### src/rtl/cpu_trace_buffer.sv
// rtl/cpu_trace_buffer.sv - stretched core reset plus DEPTH-entry execution trace FIFO (optional ring mode: TRACE_WRAP_EN)
module cpu_trace_buffer #(
    parameter int DATA_W   = 32,
    parameter int DEPTH    = 16,
    parameter int RST_HOLD = 4,
    parameter int MODE     = 0
) (
    input  logic                     CLK,
    input  logic                     RESET,
    output logic                     core_reset,
    input  logic [DATA_W-1:0]        pc,
    input  logic [DATA_W-1:0]        instr,
    input  logic                     mem_write,
    input  logic [DATA_W-1:0]        data_adr,
    input  logic [DATA_W-1:0]        write_data,
    input  logic [3:0]               alu_flags,
    input  logic                     arm,
    input  logic                     stop,
    input  logic                     rd_en,
    output logic                     rd_valid,
    output logic [DATA_W-1:0]        rd_pc,
    output logic [DATA_W-1:0]        rd_word,
    output logic [DATA_W-1:0]        rd_aux,
    output logic [$clog2(DEPTH):0]   count,
    output logic                     full,
    output logic                     overflow,
    output logic [1:0]               state
);

    localparam int PW = $clog2(DEPTH);
    localparam int CW = PW + 1;
    localparam int HW = (RST_HOLD > 1) ? $clog2(RST_HOLD) : 1;

`ifdef TRACE_WRAP_EN
    localparam bit WRAP = 1'b1;
`else
    localparam bit WRAP = 1'b0;
`endif

    typedef enum logic [1:0] {
        S_HOLD    = 2'd0,
        S_IDLE    = 2'd1,
        S_CAPTURE = 2'd2,
        S_DONE    = 2'd3
    } state_t;

    state_t              cur_state;
    state_t              nxt_state;
    logic [HW-1:0]       hold_cnt;
    logic [PW-1:0]       wr_ptr;
    logic [PW-1:0]       rd_ptr;
    logic [DATA_W-1:0]   last_pc;

    logic [DATA_W-1:0]   mem_pc   [DEPTH];
    logic [DATA_W-1:0]   mem_word [DEPTH];
    logic [DATA_W-1:0]   mem_aux  [DEPTH];

    logic [DATA_W-1:0]   tap_word;
    logic [DATA_W-1:0]   tap_aux;
    logic                sample;
    logic                pop;
    logic                wr_en;
    logic                overwrite;
    logic                ovf_event;
    logic                rearm;

    // Entry payload depends on trace flavour: fetch logs instr/flags, store logs data/address
    assign tap_word = (MODE == 0) ? instr : write_data;
    assign tap_aux  = (MODE == 0) ? {{(DATA_W-4){1'b0}}, alu_flags} : data_adr;

    assign full       = (count == CW'(DEPTH));
    assign core_reset = (cur_state == S_HOLD);
    assign state      = cur_state;

    // Capture qualification and FIFO control; a pop in the same cycle frees the slot for a write when full
    always_comb begin
        sample    = 1'b0;
        if (cur_state == S_CAPTURE) begin
            sample = (MODE == 0) ? (pc != last_pc) : mem_write;
        end
        pop       = (cur_state != S_HOLD) && rd_en && (count != '0);
        ovf_event = sample && full && !pop;
        overwrite = ovf_event && WRAP;
        wr_en     = sample && (!full || pop || WRAP);
        rearm     = (cur_state == S_DONE) && arm;
    end

    // Next-state logic; a dropped sample in stop-on-full mode ends capture on the same edge
    always_comb begin
        nxt_state = cur_state;
        case (cur_state)
            S_HOLD: begin
                if (hold_cnt == HW'(RST_HOLD - 1)) begin
                    nxt_state = S_IDLE;
                end
            end
            S_IDLE: begin
                if (arm) begin
                    nxt_state = S_CAPTURE;
                end
            end
            S_CAPTURE: begin
                if (stop || (ovf_event && !WRAP)) begin
                    nxt_state = S_DONE;
                end
            end
            S_DONE: begin
                if (arm) begin
                    nxt_state = S_CAPTURE;
                end
            end
            default: nxt_state = S_HOLD;
        endcase
    end

    // State register and reset-stretch counter
    always_ff @(posedge CLK) begin
        if (RESET) begin
            cur_state <= S_HOLD;
            hold_cnt  <= '0;
        end else begin
            cur_state <= nxt_state;
            if (cur_state == S_HOLD) begin
                hold_cnt <= hold_cnt + 1'b1;
            end
        end
    end

    // Trace storage; contents need no reset since count gates every read
    always_ff @(posedge CLK) begin
        if (wr_en) begin
            mem_pc[wr_ptr]   <= pc;
            mem_word[wr_ptr] <= tap_word;
            mem_aux[wr_ptr]  <= tap_aux;
        end
    end

    // Pointers, occupancy, sticky overflow and fetch-trace pc history
    always_ff @(posedge CLK) begin
        if (RESET) begin
            wr_ptr   <= '0;
            rd_ptr   <= '0;
            count    <= '0;
            overflow <= 1'b0;
            last_pc  <= '1;
        end else if (rearm) begin
            wr_ptr   <= '0;
            rd_ptr   <= '0;
            count    <= '0;
            overflow <= 1'b0;
            last_pc  <= '1;
        end else begin
            if (sample && (MODE == 0)) begin
                last_pc <= pc;
            end
            if (wr_en) begin
                wr_ptr <= wr_ptr + 1'b1;
            end
            if (pop || overwrite) begin
                rd_ptr <= rd_ptr + 1'b1;
            end
            if (wr_en && !pop && !overwrite) begin
                count <= count + 1'b1;
            end else if (pop && !wr_en) begin
                count <= count - 1'b1;
            end
            if (ovf_event) begin
                overflow <= 1'b1;
            end
        end
    end

    // Read port: popped entry appears one cycle after rd_en and holds until the next pop
    always_ff @(posedge CLK) begin
        if (RESET) begin
            rd_valid <= 1'b0;
            rd_pc    <= '0;
            rd_word  <= '0;
            rd_aux   <= '0;
        end else begin
            rd_valid <= pop;
            if (pop) begin
                rd_pc   <= mem_pc[rd_ptr];
                rd_word <= mem_word[rd_ptr];
                rd_aux  <= mem_aux[rd_ptr];
            end
        end
    end

endmodule

### config.mk
export PLATFORM = sky130hd
export DESIGN_NAME = cpu_trace_buffer
export DESIGN_NICKNAME = d
export VERILOG_FILES = /design/src/rtl/cpu_trace_buffer.sv
export SDC_FILE = /design/constraint.sdc
export NUM_CORES = 1
export LEC_CHECK = 0
export ABC_AREA = 1
export BUFFER_PORTS_ARGS = -buffer_cell sky130_fd_sc_hd__buf_2
export CORE_MARGIN = 2
export CORE_UTILIZATION = 35
export DETAILED_ROUTE_END_ITERATION = 8
export GPL_TIMING_DRIVEN = 0
export PLACE_DENSITY = 0.57
export SLEW_MARGIN = 20
export SYNTH_ARGS = -nofsm -noshare
export SYNTH_HDL_FRONTEND = slang
export SYNTH_SLANG_ARGS = --single-unit
### constraint.sdc
create_clock -name CLK -period 6.1 [get_ports CLK]
set_input_delay 0.61 -clock CLK [delete_from_list [all_inputs] [get_ports CLK]]
set_output_delay 0.61 -clock CLK [all_outputs]
set_load 0.03 [all_outputs]
## Word-level counts from Yosys, hierarchy flattened

Memory sizes are Yosys's and may differ from the RTL's. A register that Yosys moved wholly into a read port is not among the register bits.
Index checks and enable logic that the tools add are counted.

| word-level totals | value |
|---|---|
| bits in registers | 83 |
| memory bits (writable) | 1,088 |
| output and inout bits | 107 |
| logic and storage cells | 55 |
| memories kept | 3 |

Memory list:

| name | words | bits a word | rd ports | clocked after memory_dff | write ports | RTL line | RTL |
|---|---|---|---|---|---|---|---|
| mem_pc | 16 | 32 | 1 | 1 | 1 | 54 | `logic [DATA_W-1:0] mem_pc [DEPTH];` |
| mem_word | 16 | 32 | 1 | 1 | 1 | 55 | `logic [DATA_W-1:0] mem_word [DEPTH];` |
| mem_aux | 16 | 4 | 1 | 1 | 1 | 56 | `logic [DATA_W-1:0] mem_aux [DEPTH];` |

| operators by class | value |
|---|---|
| add/sub/neg operators | 5 |
| equality and inequality tests | 9 |
| muxes and demuxes | 9 |
| reduce and logical (&&, ||, !) cells | 20 |

Operator list:

| cell | number |
|---|---|
| 32-bit inequality test | 1 |
| 5-bit 2-to-1 mux | 2 |
| 4-bit by 1-bit adder with 4-bit output, second input constant | 2 |
| 1-bit logical AND | 8 |
| 2-bit equality test, second input constant | 3 |
| 2-bit 2-to-1 mux | 3 |
| 2-bit by 1-bit inequality test with 1-bit output, second input constant | 3 |
| 2-bit case mux with 3 select lines | 1 |
| 5-bit by 1-bit adder with 5-bit output, second input constant | 1 |
| 5-bit equality test, second input constant | 1 |
| 5-bit nonzero test | 1 |
| 5-bit by 1-bit subtractor with 5-bit output, second input constant | 1 |
| 2-bit nonzero test | 2 |
| 2-bit OR reduction | 2 |
| 1-bit zero test | 3 |
| 1-bit 2-to-1 mux | 3 |
| 3-bit AND reduction | 1 |
| 2-bit by 1-bit adder with 2-bit output, second input constant | 1 |
| 2-bit by 1-bit equality test with 1-bit output, second input constant | 1 |
| 2-bit zero test | 1 |
| 1-bit logical OR | 2 |

## Logic depth before layout (Yosys ltp)

| logic depth | value |
|---|---|
| depth in word-level cells | 9 |
| mapped depth | 23 |

## Worst setup path after synthesis

No wires, ideal clock.

| timing path | value |
|---|---|
| path kind | input port to flip-flop |
| start point | input port pc[19] |
| end point | memory mem_aux[9][0] in the netlist's numbering, enable pin |
| library setup time | 0.578 ns |
| arrival time | 6.069 ns |
| required time | 5.522 ns |
| path slack | -0.547 ns |
| stages | 12 |
| path buffers | 2 |
| cell sequence | inv_1 > nand2_1 > nand2_1 > nand2_1 > nor2_1 > nand2_1 > nor2_1 > nand2_1 > buf_2 > nand3_1 > buf_2 > nor3_1 |

| on the way | value |
|---|---|
| longest elaborated chain between the ends | 5 |

Ends and longest elaborated chain:

| item | RTL line | RTL |
|---|---|---|
| from (decl) | 11 | `input logic [DATA_W-1:0] pc,` |
| 32-bit inequality test | 79 | `sample = (MODE == 0) ? (pc != last_pc) : mem_write;` |
| 1-bit 2-to-1 mux | 78 | `if (cur_state == S_CAPTURE) begin` |
| 1-bit logical AND | 84 | `wr_en = sample && (!full \|\| pop \|\| WRAP);` |
| 1-bit 2-to-1 mux | 131 | `if (wr_en) begin` |
| 1-bit 2-to-1 mux (not written as such) | 134 | `mem_aux[wr_ptr] <= tap_aux;` |
| to (decl) | 56 |  |

Every way passes these cells.

## Final worst setup path

| timing path | value |
|---|---|
| start point | register cur_state[1], in the netlist state[1] |
| end point | memory mem_word[4][24], enable pin |

| on the way | value |
|---|---|
| longest elaborated chain between the ends | 7 |
| elaborated cells on any way between the ends | 9 |
| classes of those cells | eq/ne: 1; mux: 3; reduce/logical: 5 |

Ends and longest elaborated chain:

| item | RTL line | RTL |
|---|---|---|
| from (decl) | 47 | `state_t cur_state;` |
| from (signal assigned) | 122 | `cur_state <= nxt_state;` |
| 2-bit nonzero test | 81 | `pop = (cur_state != S_HOLD) && rd_en && (count != '0);` |
| 1-bit logical AND (2 in series) | 81 |  |
| 1-bit logical OR | 84 |  |
| 1-bit logical AND * | 84 |  |
| 1-bit 2-to-1 mux * | 131 |  |
| 1-bit 2-to-1 mux (not written as such) * | 133 | `mem_word[wr_ptr] <= tap_word;` |
| to (decl) | 55 |  |

Mark *: on every way between the ends. The rest lies on a longest branch, timed or not.

==> results.toml <==
[clock_tree]
clk_latency_ns = 0.73
clk_pin_slew_ns = 0.06
post_cts_buffers = 0
cts_buffer_depth = 3
cts_buffers = 130
clkSinkCount = 1207
cts_tree = "done"
cts-root-buf = "clkbuf_16"
h-tree-depth = 4
cts_resized = 0
ctsHoldBuffers = 0

[sta]
final_hold_viol_count = 0
fin_worst_skew_ns = 0.0239
min_period_over_period_pct = 62.5
timing.hold.ws_ns = 0.109
period_minus_slack_ns = 3.81
slew_violations = 0
slew_headroom_pct = 18.9
rsz0062_at_grt = "false"
finalSetupViolCount = 0
fin_tns_setup_ns = 0
max_freq_mhz = 262
tightest_slew_ns = 1.22

[critical_path]
worstPathCellList = "inv_1 -> nor2_1 -> clkbuf_1 -> nand3_1 -> buf_2 -> nor3_2 -> buf_4 -> buf_6 -> buf_4 -> buf_4 -> buf_4 -> buf_6"
worst_setup_path_start_kind = "flip-flop"
crit_top_cell = "buf_4"
end_kind = "flip-flop"
path_class = "flip-flop to flip-flop"
arrival_ns = 4.23
critPathMaxFanout = 10
worst_path_max_delay_cell = "nor3_2"
cpPeakStageDelay_ns = 0.64
cp.required_ns = 6.52

[die]
die_area_um2 = 139000
num_rows = 135
die_h_um = 373
die_x_um = 373
ios = 245
coreArea_um2 = 135000
initial_utilization_pct = 35.3

[power]
clkPwrFrac_pct = 39.9
p_int_mw = 14.1
power_frac_seq_pct = 49.0
pwr-share-comb_pct = 11.0
switching_share_pct = 25.1
ir_drop_uv = 302
power_density_nw_per_um2 = 335
p_leak_nw = 19.1
p_switching_mw = 4.73

[routing]
wl_per_cell_um = 23.3
drc = 0
first_iter_violations = 3680
via_per_inst = 5.23
dr.pass1.iters = 6
num_vias = 32100
drtAntennaViolNets = 0
drt_wl_total_um = 143000

[logic_synthesis]
synth-seq-cells = 1207
synth.yosys.seq_area_share_pct = 73.4
synth-edff-count = 1088
synthArstFlopShare_pct = 0
ys.warnings.count = 0
synth.avg_cell_area_um2 = 12.6
syn_inst = 3800
yosysUniqueCellTypes = 30
syn-cell-area_um2 = 47800
synth_flop_cell = "edfxtp_1"

[run]
max-cap-violations = 0

[finish]
final_cells = 6149
layout.nets = 4421
syn2layout_area_growth_pct = 17.8
drive_gt1_share_pct = 14.6

[placement]
dpl.cell_count = 5920
dp_hpwl_um = 100000
gp_congestion = 0.784
port_buffers = 151

[global_routing]
grt.overflow.total = 0
track_usage_pct = 20.2
antenna_found_initial = 5
grt_pass1_vias = 30800
grt_start_max_net_pins = 19
grt_pass1_wl_um = 209000

[worst_hold_path]
hp-class = "input pin to flip-flop"

[outcome]
status = "finished, final reports clean"
-- registers in the layout, indices dropped and copies added, names as in the netlist --
register,count
wr_ptr,4
rd_ptr,4
mem_aux,64
state,2
hold_cnt,2
mem_pc,512
rd_valid,1
rd_pc,32
count,5
mem_word,512
rd_aux,4
rd_word,32
overflow,1
last_pc,32
-- cell usage after synthesis, types with 4 or more instances --
library cell | count | area, µm²
xor2_1 | 4 | 35.0
xnor2_1 | 23 | 201
nor3_1 | 18 | 90.1
inv_1 | 97 | 364
buf_2 | 40 | 200
dfxtp_1 | 119 | 2380
nand4_1 | 5 | 31.3
clkbuf_1 | 151 | 567
ha_1 | 11 | 138
nor2_1 | 844 | 3170
a21oi_1 | 24 | 120
buf_6 | 12 | 135
buf_1 | 31 | 116
inv_2 | 16 | 60.1
nand3_1 | 256 | 1280
buf_4 | 57 | 428
o211ai_1 | 340 | 2550
o21ai_0 | 557 | 2790
edfxtp_1 | 1088 | 32700
nand2_1 | 97 | 364
-- metrics by stage --
step	utilization (%)	setup WS (ns)	total power, mW	instance area, µm²
final	41.6	2.29	18.9	56300
after floorplan	-	-0.547	10.7	47900
after global placement	37.5	-7.02	11.5	50900
after CTS	41.6	2.30	19.0	56300
after detailed placement	38.6	1.62	11.5	52300
after global routing	41.6	2.09	19.5	56300
-- final timing paths --
kind,slack [ns],cells after the start,from,endpoint
worst max-delay path,2.29,12,state[1],mem_word[4][24]
worst min-delay path,0.11,2,RESET,state[1]
worst max register to register,2.29,12,state[1],mem_word[4][24]
worst min register to register,0.47,2,overflow,overflow
-- logic make-up after synthesis --
family / synth area share (%)
AND/OR/NAND/NOR: 10.4
flip-flops: 73.4
AO/OA/AOI/OAI: 11.5
buffers and inverters: 3.98
XOR/XNOR: 0.495
adder cells (fa/ha/maj): 0.330
other: 0.00785
-- routing by layer --
| metal | vias up | GRT usage [%] | wire length, µm |
|---|---|---|---|
| li1 | 14800 | - | - |
| met1 | 15900 | 27.8 | 61600 |
| met2 | 1251 | 33.0 | 68200 |
| met3 | 199 | 2.66 | 9350 |
| met4 | 0 | 6.52 | 3980 |
| met5 | - | 0 | 0 |
-- power groups by stage --
stage               logic, mW  registers (mW)  clock network [mW]
floorplan                1.13            9.53                   0
global placement         2.03            9.44                   0
detailed placement       2.08            9.42                   0
CTS                      2.09            9.25                7.63
global route             2.30            9.26                7.93
finish                   2.08            9.25                7.53
-- cell type report --
cell class / count / area [µm²]
fill: 12600 / 79200
sequential: 1207 / 35100
multi-input combinational: 2213 / 11000
clock buffer: 183 / 3660
tap: 1781 / 2230
timing repair buffer: 312 / 2080
buffer: 292 / 1470
inverter: 115 / 434
clock inverter: 45 / 354
antenna: 1 / 2.50
-- cell usage in the layout, fill, tap and decap left out, drive strengths merged --
| cell type | instances |
|---|---|
| or2 | 1 |
| o211ai | 340 |
| o221ai | 1 |
| clkinvlp | 1 |
| clkinv | 35 |
| nand2 | 97 |
| o21a | 1 |
| clkbuf | 334 |
| nor3 | 18 |
| nand4 | 5 |
| conb | 28 |
| inv | 119 |
| a21oi | 24 |
| edfxtp | 1088 |
| bufinv | 5 |
| o21ai | 558 |
| nor2 | 845 |
| nand3 | 256 |
| ha | 11 |
| xnor2 | 23 |
| diode | 1 |
| xor2 | 4 |
| fa | 1 |
| buf | 453 |
| dfxtp | 119 |
-- critical path: cells and delay by family, from the launching register on --
family | cells | cell delay (ns)
buf+inv | 9 | 2.10
flops | 1 | 0.36
simple gates | 3 | 1.03
Note: power is estimated with default switching activity, not from simulation.
